[config.mk]
export PLATFORM = sky130hd
export DESIGN_NAME = keypad_scanner
export DESIGN_NICKNAME = d
export VERILOG_FILES = /design/src/rtl/keypad_scanner.sv
export SDC_FILE = /design/constraint.sdc
export NUM_CORES = 1
export LEC_CHECK = 0
export ABC_AREA = 1
export ABC_CLOCK_PERIOD_IN_PS = 2000
export CAP_MARGIN = 20
export CORE_MARGIN = 4
export CORE_UTILIZATION = 35
export CTS_CLUSTER_SIZE = 8
export DETAILED_ROUTE_END_ITERATION = 12
export SYNTH_ARGS = -nofsm -noshare
export SYNTH_HDL_FRONTEND = slang
export SYNTH_SLANG_ARGS = --single-unit
[constraint.sdc]
create_clock -name clk -period 2 [get_ports clk]
set_input_delay 0.4 -clock clk [delete_from_list [all_inputs] [get_ports clk]]
set_output_delay 0.4 -clock clk [all_outputs]
set_load 0.005 [all_outputs]
[src/rtl/keypad_scanner.sv]
// -----------------------------------------------------------------------------
// keypad_scanner
//
// Purpose:
//   Scans a 4x4 active-low matrix keypad. One column is driven low per clk_en
//   tick; the rows are read back through a 2-FF synchronizer. The first key
//   found is debounced on press and on release, then reported as a 4-bit code
//   {row_idx, col_idx} with a one-clk key_valid strobe. key_held stays high
//   from the debounced press until the debounced release.
//
// Parameters:
//   DEBOUNCE_TICKS  clk_en ticks a key must be stable (press or release), >= 2
//   REPEAT_TICKS    clk_en ticks between auto-repeat strobes
//
// Ports:
//   clk        in   1  system clock
//   reset      in   1  synchronous, active-high reset
//   clk_en     in   1  scan tick, one clk wide, period >= 4 clk
//   row        in   4  keypad rows, active-low, asynchronous (pulled up)
//   col        out  4  column drive, active-low one-hot (registered)
//   key_code   out  4  {row_idx, col_idx} of the last accepted key
//   key_valid  out  1  one-clk strobe: key_code newly valid
//   key_held   out  1  accepted key still held
//
// Build option:
//   KEYPAD_REPEAT_EN  when defined, a held key re-strobes key_valid every
//                     REPEAT_TICKS ticks. When undefined there is exactly one
//                     strobe per debounced press and no repeat logic.
//
// States:
//   state       | meaning
//   ST_SCAN     | walking the columns, waiting for any low row
//   ST_DEBOUNCE | column frozen, latched row bit must stay low
//   ST_PRESSED  | key accepted, waiting for the latched row bit to go high
//   ST_RELEASE  | latched row bit high, must stay high to end the press
// -----------------------------------------------------------------------------
module keypad_scanner #(
  parameter int DEBOUNCE_TICKS = 4,
  parameter int REPEAT_TICKS   = 64
) (
  input  logic       clk,
  input  logic       reset,
  input  logic       clk_en,
  input  logic [3:0] row,
  output logic [3:0] col,
  output logic [3:0] key_code,
  output logic       key_valid,
  output logic       key_held
);

  localparam int MAX_TICKS = (DEBOUNCE_TICKS > REPEAT_TICKS) ? DEBOUNCE_TICKS
                                                             : REPEAT_TICKS;
  localparam int CNT_W     = $clog2(MAX_TICKS + 1);

  localparam logic [CNT_W-1:0] CNT_ZERO = '0;
  localparam logic [CNT_W-1:0] CNT_ONE  = CNT_W'(1);
  localparam logic [CNT_W-1:0] CNT_MAX  = '1;
  localparam logic [CNT_W-1:0] DB_LAST  = CNT_W'(DEBOUNCE_TICKS - 1);
`ifdef KEYPAD_REPEAT_EN
  localparam logic [CNT_W-1:0] RP_LAST  = CNT_W'(REPEAT_TICKS - 1);
`endif

  typedef enum logic [1:0] {
    ST_SCAN     = 2'd0,
    ST_DEBOUNCE = 2'd1,
    ST_PRESSED  = 2'd2,
    ST_RELEASE  = 2'd3
  } state_t;

  state_t           r_state;
  logic [3:0]       r_row_meta;
  logic [3:0]       r_row_sync;
  logic [1:0]       r_col_idx;
  logic [3:0]       r_col;
  logic [1:0]       r_row_idx;
  logic [CNT_W-1:0] r_cnt;
  logic [3:0]       r_key_code;
  logic             r_key_valid;
  logic             r_key_held;

  state_t           w_state_nxt;
  logic [1:0]       w_col_idx_nxt;
  logic [1:0]       w_row_idx_nxt;
  logic [CNT_W-1:0] w_cnt_nxt;
  logic [3:0]       w_key_code_nxt;
  logic             w_key_valid_nxt;
  logic             w_key_held_nxt;

  logic [1:0]       w_first_row;
  logic             w_row_bit;
  logic [CNT_W-1:0] w_cnt_inc;

  function automatic logic [3:0] col_decode(input logic [1:0] idx);
    return ~(4'b0001 << idx);
  endfunction

  // Lowest-numbered low row wins when several keys share the column.
  always_comb begin
    w_first_row = 2'd3;
    if (!r_row_sync[0]) begin
      w_first_row = 2'd0;
    end else if (!r_row_sync[1]) begin
      w_first_row = 2'd1;
    end else if (!r_row_sync[2]) begin
      w_first_row = 2'd2;
    end
  end

  // Only the latched row matters after detection; other rows are ignored
  // until scanning resumes.
  assign w_row_bit = r_row_sync[r_row_idx];

  // Saturating increment so a stuck count can never wrap into a false match.
  assign w_cnt_inc = (r_cnt == CNT_MAX) ? r_cnt : (r_cnt + CNT_ONE);

  always_ff @(posedge clk) begin
    if (reset) begin
      r_row_meta  <= 4'hF;
      r_row_sync  <= 4'hF;
      r_state     <= ST_SCAN;
      r_col_idx   <= 2'd0;
      r_col       <= 4'b1110;
      r_row_idx   <= 2'd0;
      r_cnt       <= CNT_ZERO;
      r_key_code  <= 4'h0;
      r_key_valid <= 1'b0;
      r_key_held  <= 1'b0;
    end else begin
      r_row_meta  <= row;
      r_row_sync  <= r_row_meta;
      r_state     <= w_state_nxt;
      r_col_idx   <= w_col_idx_nxt;
      r_col       <= col_decode(w_col_idx_nxt);
      r_row_idx   <= w_row_idx_nxt;
      r_cnt       <= w_cnt_nxt;
      r_key_code  <= w_key_code_nxt;
      r_key_valid <= w_key_valid_nxt;
      r_key_held  <= w_key_held_nxt;
    end
  end

  // A detection tick counts as the first stable tick, so the press (or
  // release) is accepted on the tick where the incremented count reaches
  // DEBOUNCE_TICKS-1, i.e. after DEBOUNCE_TICKS consecutive stable ticks.
  always_comb begin
    w_state_nxt     = r_state;
    w_col_idx_nxt   = r_col_idx;
    w_row_idx_nxt   = r_row_idx;
    w_cnt_nxt       = r_cnt;
    w_key_code_nxt  = r_key_code;
    w_key_valid_nxt = 1'b0;
    w_key_held_nxt  = r_key_held;

    if (clk_en) begin
      case (r_state)
        ST_SCAN: begin
          if (r_row_sync != 4'hF) begin
            w_row_idx_nxt = w_first_row;
            w_cnt_nxt     = CNT_ZERO;
            w_state_nxt   = ST_DEBOUNCE;
          end else begin
            w_col_idx_nxt = r_col_idx + 2'd1;
          end
        end

        ST_DEBOUNCE: begin
          if (!w_row_bit) begin
            if (w_cnt_inc == DB_LAST) begin
              w_state_nxt     = ST_PRESSED;
              w_cnt_nxt       = CNT_ZERO;
              w_key_code_nxt  = {r_row_idx, r_col_idx};
              w_key_valid_nxt = 1'b1;
              w_key_held_nxt  = 1'b1;
            end else begin
              w_cnt_nxt = w_cnt_inc;
            end
          end else begin
            // Bounce: drop the candidate and move on to the next column.
            w_state_nxt   = ST_SCAN;
            w_col_idx_nxt = r_col_idx + 2'd1;
          end
        end

        ST_PRESSED: begin
          if (w_row_bit) begin
            w_state_nxt = ST_RELEASE;
            w_cnt_nxt   = CNT_ZERO;
          end else begin
`ifdef KEYPAD_REPEAT_EN
            if (r_cnt == RP_LAST) begin
              w_key_valid_nxt = 1'b1;
              w_cnt_nxt       = CNT_ZERO;
            end else begin
              w_cnt_nxt = w_cnt_inc;
            end
`else
            w_cnt_nxt = r_cnt;
`endif
          end
        end

        ST_RELEASE: begin
          if (w_row_bit) begin
            if (w_cnt_inc == DB_LAST) begin
              w_state_nxt    = ST_SCAN;
              w_cnt_nxt      = CNT_ZERO;
              w_key_held_nxt = 1'b0;
              w_col_idx_nxt  = r_col_idx + 2'd1;
            end else begin
              w_cnt_nxt = w_cnt_inc;
            end
          end else begin
            // Key came back before the release settled: same press, no strobe.
            w_state_nxt = ST_PRESSED;
            w_cnt_nxt   = CNT_ZERO;
          end
        end

        default: begin
          w_state_nxt = ST_SCAN;
        end
      endcase
    end
  end

  assign col       = r_col;
  assign key_code  = r_key_code;
  assign key_valid = r_key_valid;
  assign key_held  = r_key_held;

endmodule

# --- Word-level counts from Yosys, hierarchy flattened ---
# Index checks and enable logic that the tools add are counted.
op_classes:
  addsub: 2
  order_cmp: 1
  eq_ne: 14
  n_shift: 1
  mux: 31
  bitwise_logic: 4
  n_reduce_logical: 8
op_table:
  columns: ["cell", "count"]
  rows:
  - ["7-bit 2-to-1 mux", 6]
  - ["7-bit case mux with 4 select lines", 1]
  - ["2-bit 2-to-1 mux", 13]
  - ["2-bit != test, second input constant", 6]
  - ["2-bit case mux with 4 select lines", 1]
  - ["4-bit AND reduction", 2]
  - ["7-bit by 1-bit adder with 7-bit output, second input constant", 1]
  - ["7-bit by 2-bit equality test with 1-bit output, second input constant", 1]
  - ["7-bit equality test, second input constant", 1]
  - ["1-bit 2-to-1 mux", 7]
  - ["3-bit != test, second input constant", 2]
  - ["2-bit case mux with 3 select lines", 1]
  - ["6-bit AND reduction", 1]
  - ["5-bit AND reduction", 1]
  - ["2-bit equality test, second input constant", 2]
  - ["4-bit != test, second input constant", 1]
  - ["4-bit inverter", 1]
  - ["4-bit OR reduction", 1]
  - ["1-bit by 2-bit left shift with 4-bit output, first input constant", 1]
  - ["2-bit by 3-bit less-than comparator with 1-bit output, second input constant", 1]
  - ["1-bit inverter", 3]
  - ["3-bit AND reduction", 1]
  - ["2-bit by 1-bit adder with 2-bit output, second input constant", 1]
  - ["1-bit binary-select mux with 2-bit select", 1]
  - ["4 further kinds", 4]
totals:
  reg_bits: 31
  in_bits: 7
  out_inout_bits: 10
  wordCells: 71

# --- Logic depth before layout (Yosys ltp) ---
depth:
  word_depth: 9
  mapped_depth: 15
  mapped_depth_nobuf: 15

# --- Worst setup path after synthesis ---
# Ideal clock, no wire load.
synth_path:
  kind: "flip-flop to flip-flop"
  startpoint: "register r_cnt[0]"
  endpoint: "register r_col[2] (netlist: col[2])"
  setup_time_ps: 115
  arrival_ps: 1677
  t_required_ps: 1885
  path_slack_ps: 208
  path_stages_with_launch: 16
  path_buffers: 0
  synth_period_minus_slack_ps: 1792
  cell_sequence: "dfxtp_1 > ha_1 > nand2_2 > nor2_4 > nand2_2 > nand2_1 > nand2_2 > nand2_2 > nor2_4 > nand3_1 > nand2_1 > nand3_1 > nand2_1 > nand2_2 > nor2_4 > nand2_1"
synth_via:
  elab_chain_cells: 9
  word_cells_on_any_way: 10
  cone_classes: "add/sub (1); eq/ne (2); shift (1); mux (5); bitwise (1)"
synth_rtl:
  columns: ["item", "line_no", "rtl"]
  rows:
  - ["start, declared", "76", "logic [CNT_W-1:0] r_cnt;"]
  - ["start signal, assigned", "135", "r_cnt <= w_cnt_nxt;"]
  - ["7-bit by 1-bit adder with 7-bit output or 7-bit equality test (tied branches)", "114", "assign w_cnt_inc = (r_cnt == CNT_MAX) ? r_cnt : (r_cnt + CNT_ONE);"]
  - ["7-bit 2-to-1 mux *", "114", null]
  - ["7-bit by 2-bit equality test with 1-bit output *", "204", "if (w_cnt_inc == DB_LAST) begin"]
  - ["2-bit 2-to-1 mux *", "204", null]
  - ["2-bit 2-to-1 mux *", "203", "if (w_row_bit) begin"]
  - ["2-bit case mux with 3 select lines *", "155", "case (r_state)"]
  - ["2-bit 2-to-1 mux *", "154", "if (clk_en) begin"]
  - ["1-bit by 2-bit left shift with 4-bit output *", "94", "return ~(4'b0001 << idx);"]
  - ["4-bit inverter *", "94", null]
  - ["end signal, assigned", "133", "r_col <= col_decode(w_col_idx_nxt);"]
  - ["end, declared", "74", "logic [3:0] r_col;"]
# Mark *: on every way between the ends. The rest lies on a longest branch, timed or not.
# A chain may end at the register's enable or synchronous reset.

# --- Worst setup path in the final report ---
layout_path:
  startpoint: "register r_cnt[5]"
  endpoint: "register r_key_code[0] (netlist: key_code[0])"
layout_via:
  elab_chain_cells: 4
  word_cells_on_any_way: 5
  cone_classes: "add/sub (1); eq/ne (2); mux (1); reduce/logical (1)"
layout_rtl:
  columns: ["item", "line_no", "rtl"]
  rows:
  - ["7-bit by 1-bit adder with 7-bit output or 7-bit equality test (tied branches)", "114", null]
  - ["7-bit 2-to-1 mux *", "114", null]
  - ["7-bit by 2-bit equality test with 1-bit output *", "168", "if (w_cnt_inc == DB_LAST) begin"]
  - ["4-bit AND reduction (no source line) *", null, null]
  - ["end signal, assigned", "136", "r_key_code <= w_key_code_nxt;"]
  - ["end, declared", "77", "logic [3:0] r_key_code;"]
# Marked as above.

==> results.toml <==
[status]
status = "finished clean"

[cells_and_area]
final_common_cell = "nand2_1"
final_nets = 233
area_growth_pct = 24.6
antenna_cells = 0
final_cell_mix = "44 x nand2_1, 29 x dfxtp_1, 27 x inv_1"
drive_above_1_share = 0.181
finalNonFillerCells = 276
nFillCells = 422

[synthesis]
ys_warn_count = 0
syn_avg_cell_area_sq_um = 7.23
synth_seq_cells = 31
postSynthCellCount = 202
syn_area_sq_um = 1460
synth_cell_types = 24
syn-num-nets = 210
synth-seq-area-share = 0.425

[detailed_routing]
drc = 0
ant_nets = 0
drt_iter0_drc = 51
firstDrtPassIters = 4
wl_um = 3010
post_drt_via_cell_ratio = 4.77
num_vias = 1317
wire_per_inst_um = 10.9

[sta]
drv_slew = 0
fin_worst_skew_ns = 0.00554
fin_crit_ns = 1.85
fin_crit_sh = 0.926
tightest_slew_ns = 0.345
setup_violations = 0
fin_ws_ns = 0.147
hold_slack_ns = 0.408
relSlewSlack = 0.770
hold_viol_final = 0
fmax_ghz = 0.540

[critical_path]
reg2reg_slack_ns = 0.15
path_class = "register to register"
crit_fanout = 9
r2r-start = "r_cnt[5]$_SDFFE_PP0P_"
ff2ff_path_depth = 11
required_ns = 2.21
worst_setup_path_end_kind = "register"
r2r_end = "key_code[0]$_SDFFE_PP0P_"
critPathLaunchType = "register"
cp.arrival_ns = 2.07

[die]
die_y_um = 72.6
fp.dieW_um = 72.6
fp.dieArea_sq_um = 5270
ios = 17
initial_core_util = 0.363
core-area_sq_um = 4030
rows = 23

[global_route]
grt_pass1_wl_um = 5120
antenna_found_initial = 0
grt_pass1_vias = 1196
grtUsageTotal = 0.126
grt_max_degree = 17
grt_overflow = 0

[hold_path]
worstHoldPathCells = 1
hold_end = "r_row_sync[3]$_SDFF_PP1_"
min_from = "r_row_meta[3]$_SDFF_PP1_"
hold_class = "register to register"

[cts]
cts_tree = "done"
root_buffer = "clkbuf_8"
clkTransAtPathRegs_ns = 0.06
clock_latency_ns = 0.28
cts.htree.levels = 2
cts_buffer_depth = 2
cts_sinks = 31
cts_buffers = 5

[place]
place.gp.congestion = 0.865
io_buffers = 16
dp_cells = 267
post-place-ws_ns = 0.0926
dpl.hpwl_um = 2220

[pwr]
max-vdd-ir-drop_uv = 390
p_leak_nw = 0.781
powerDensity_nw_per_um2 = 741

[job]
cap_viol_max_count = 0
where the power goes:
| part | total [mW] | leakage, nW | internal (mW) | switching [mW] |
|---|---|---|---|---|
| sequential | 0.669 | 0.255 | 0.648 | 0.0210 |
| combinational | 0.211 | 0.485 | 0.0861 | 0.125 |
| clock | 0.469 | 0.0412 | 0.242 | 0.227 |
kinds of logic after synthesis:
kind of cell	count (synthesis)	share of synthesized area
AOI/OAI and AO/OA	35	0.124
xor gates and xnor gates	2	0.0120
DFF	31	0.425
adders and majority gates	1	0.00856
and+or+nand+nor	102	0.350
buffers and inverters	31	0.0805
flip-flops by register name, indices dropped and copies added, names as in the netlist, named ones only:
signal      cells
r_cnt           7
col             4
key_code        4
r_row_meta      4
r_row_sync      4
r_col_idx       2
r_row_idx       2
key_held        1
key_valid       1
r_state         1
metrics by stage:
step           area [sq um]  power (mW)   util  TNS (ns)
2_1_floorplan          1460       0.824      -         0
3_3_place_gp           1690       0.890  0.420         0
3_5_place_dp           1690       0.889  0.420         0
4_1_cts                1780        1.37  0.441         0
5_1_grt                1820        1.44  0.452  -0.00147
6_report               1820        1.35  0.452         0
synthesized netlist by cell type (all sizes together):
master | count | area share
nand2 | 53 | 0.15
dfxtp | 31 | 0.42
inv | 27 | 0.069
a21oi | 21 | 0.074
nand3 | 17 | 0.062
nor2 | 16 | 0.063
o21ai | 13 | 0.045
or2 | 8 | 0.034
nand4 | 5 | 0.021
nor3 | 3 | 0.018
buf | 2 | 0.0060
clkbuf | 2 | 0.0051
xnor2 | 2 | 0.012
a211oi | 1 | 0.0051
ha | 1 | 0.0086
timing repair:
item                       4_1_cts  5_1_grt
buffers inserted                 0        1
gates resized for setup          0       10
setup endpoints to repair        0       10
hold buffers                     0        0
critical path, stage by stage, from the launching register on:
cell and delay (ns):
dfxtp_1 0.42, nand2_1 0.08, nor2_1 0.24, nand3_2 0.12, nand2_2 0.10, nand2_2 0.07
nor2_4 0.16, nand2_4 0.09, nor3_4 0.17, buf_6 0.15, o21ai_1 0.06, a21oi_1 0.13
routing by layer:
metal | vias to the layer above | share of wire | routed length (um) | global-route usage
met5 | - | 0 | 0 | 0
met2 | 29 | 0.47 | 1410 | 0.206
met4 | 0 | 0.019 | 58 | 0.0553
met3 | 6 | 0.051 | 153 | 0.0468
li1 | 692 | - | - | -
met1 | 590 | 0.46 | 1390 | 0.148
final cells by class:
| type | instances | area (sq um) | share of cell area |
|---|---|---|---|
| timing repair buffer | 20 | 194 | 0.107 |
| clock inverter | 2 | 12.5 | 0.00687 |
| sequential | 31 | 623 | 0.342 |
| tap | 50 | 62.6 | 0.0344 |
| clock buffer | 6 | 72.6 | 0.0399 |
| multi-input combinational | 140 | 754 | 0.414 |
| inverter | 27 | 101 | 0.0557 |
how the worst max path moves through the flow:
stage | to | startpoint | slack [ns] | cells past startpoint
4_1_cts | key_code[0]$_SDFFE_PP0P_ | r_cnt[0]$_SDFFE_PP0P_ | 0.08 | 12
3_5_place_dp | col[3]$_SDFF_PP1_ | r_cnt[0]$_SDFFE_PP0P_ | 0.09 | 13
5_1_grt | key_code[0]$_SDFFE_PP0P_ | r_cnt[5]$_SDFFE_PP0P_ | -0.001 | 11
6_report | key_code[0]$_SDFFE_PP0P_ | r_cnt[5]$_SDFFE_PP0P_ | 0.15 | 11
2_1_floorplan | col[2]$_SDFF_PP1_ | r_cnt[0]$_SDFFE_PP0P_ | 0.21 | 15
3_3_place_gp | col[3]$_SDFF_PP1_ | r_cnt[1]$_SDFFE_PP0P_ | 0.13 | 12
(Power assumes the default switching activity.)
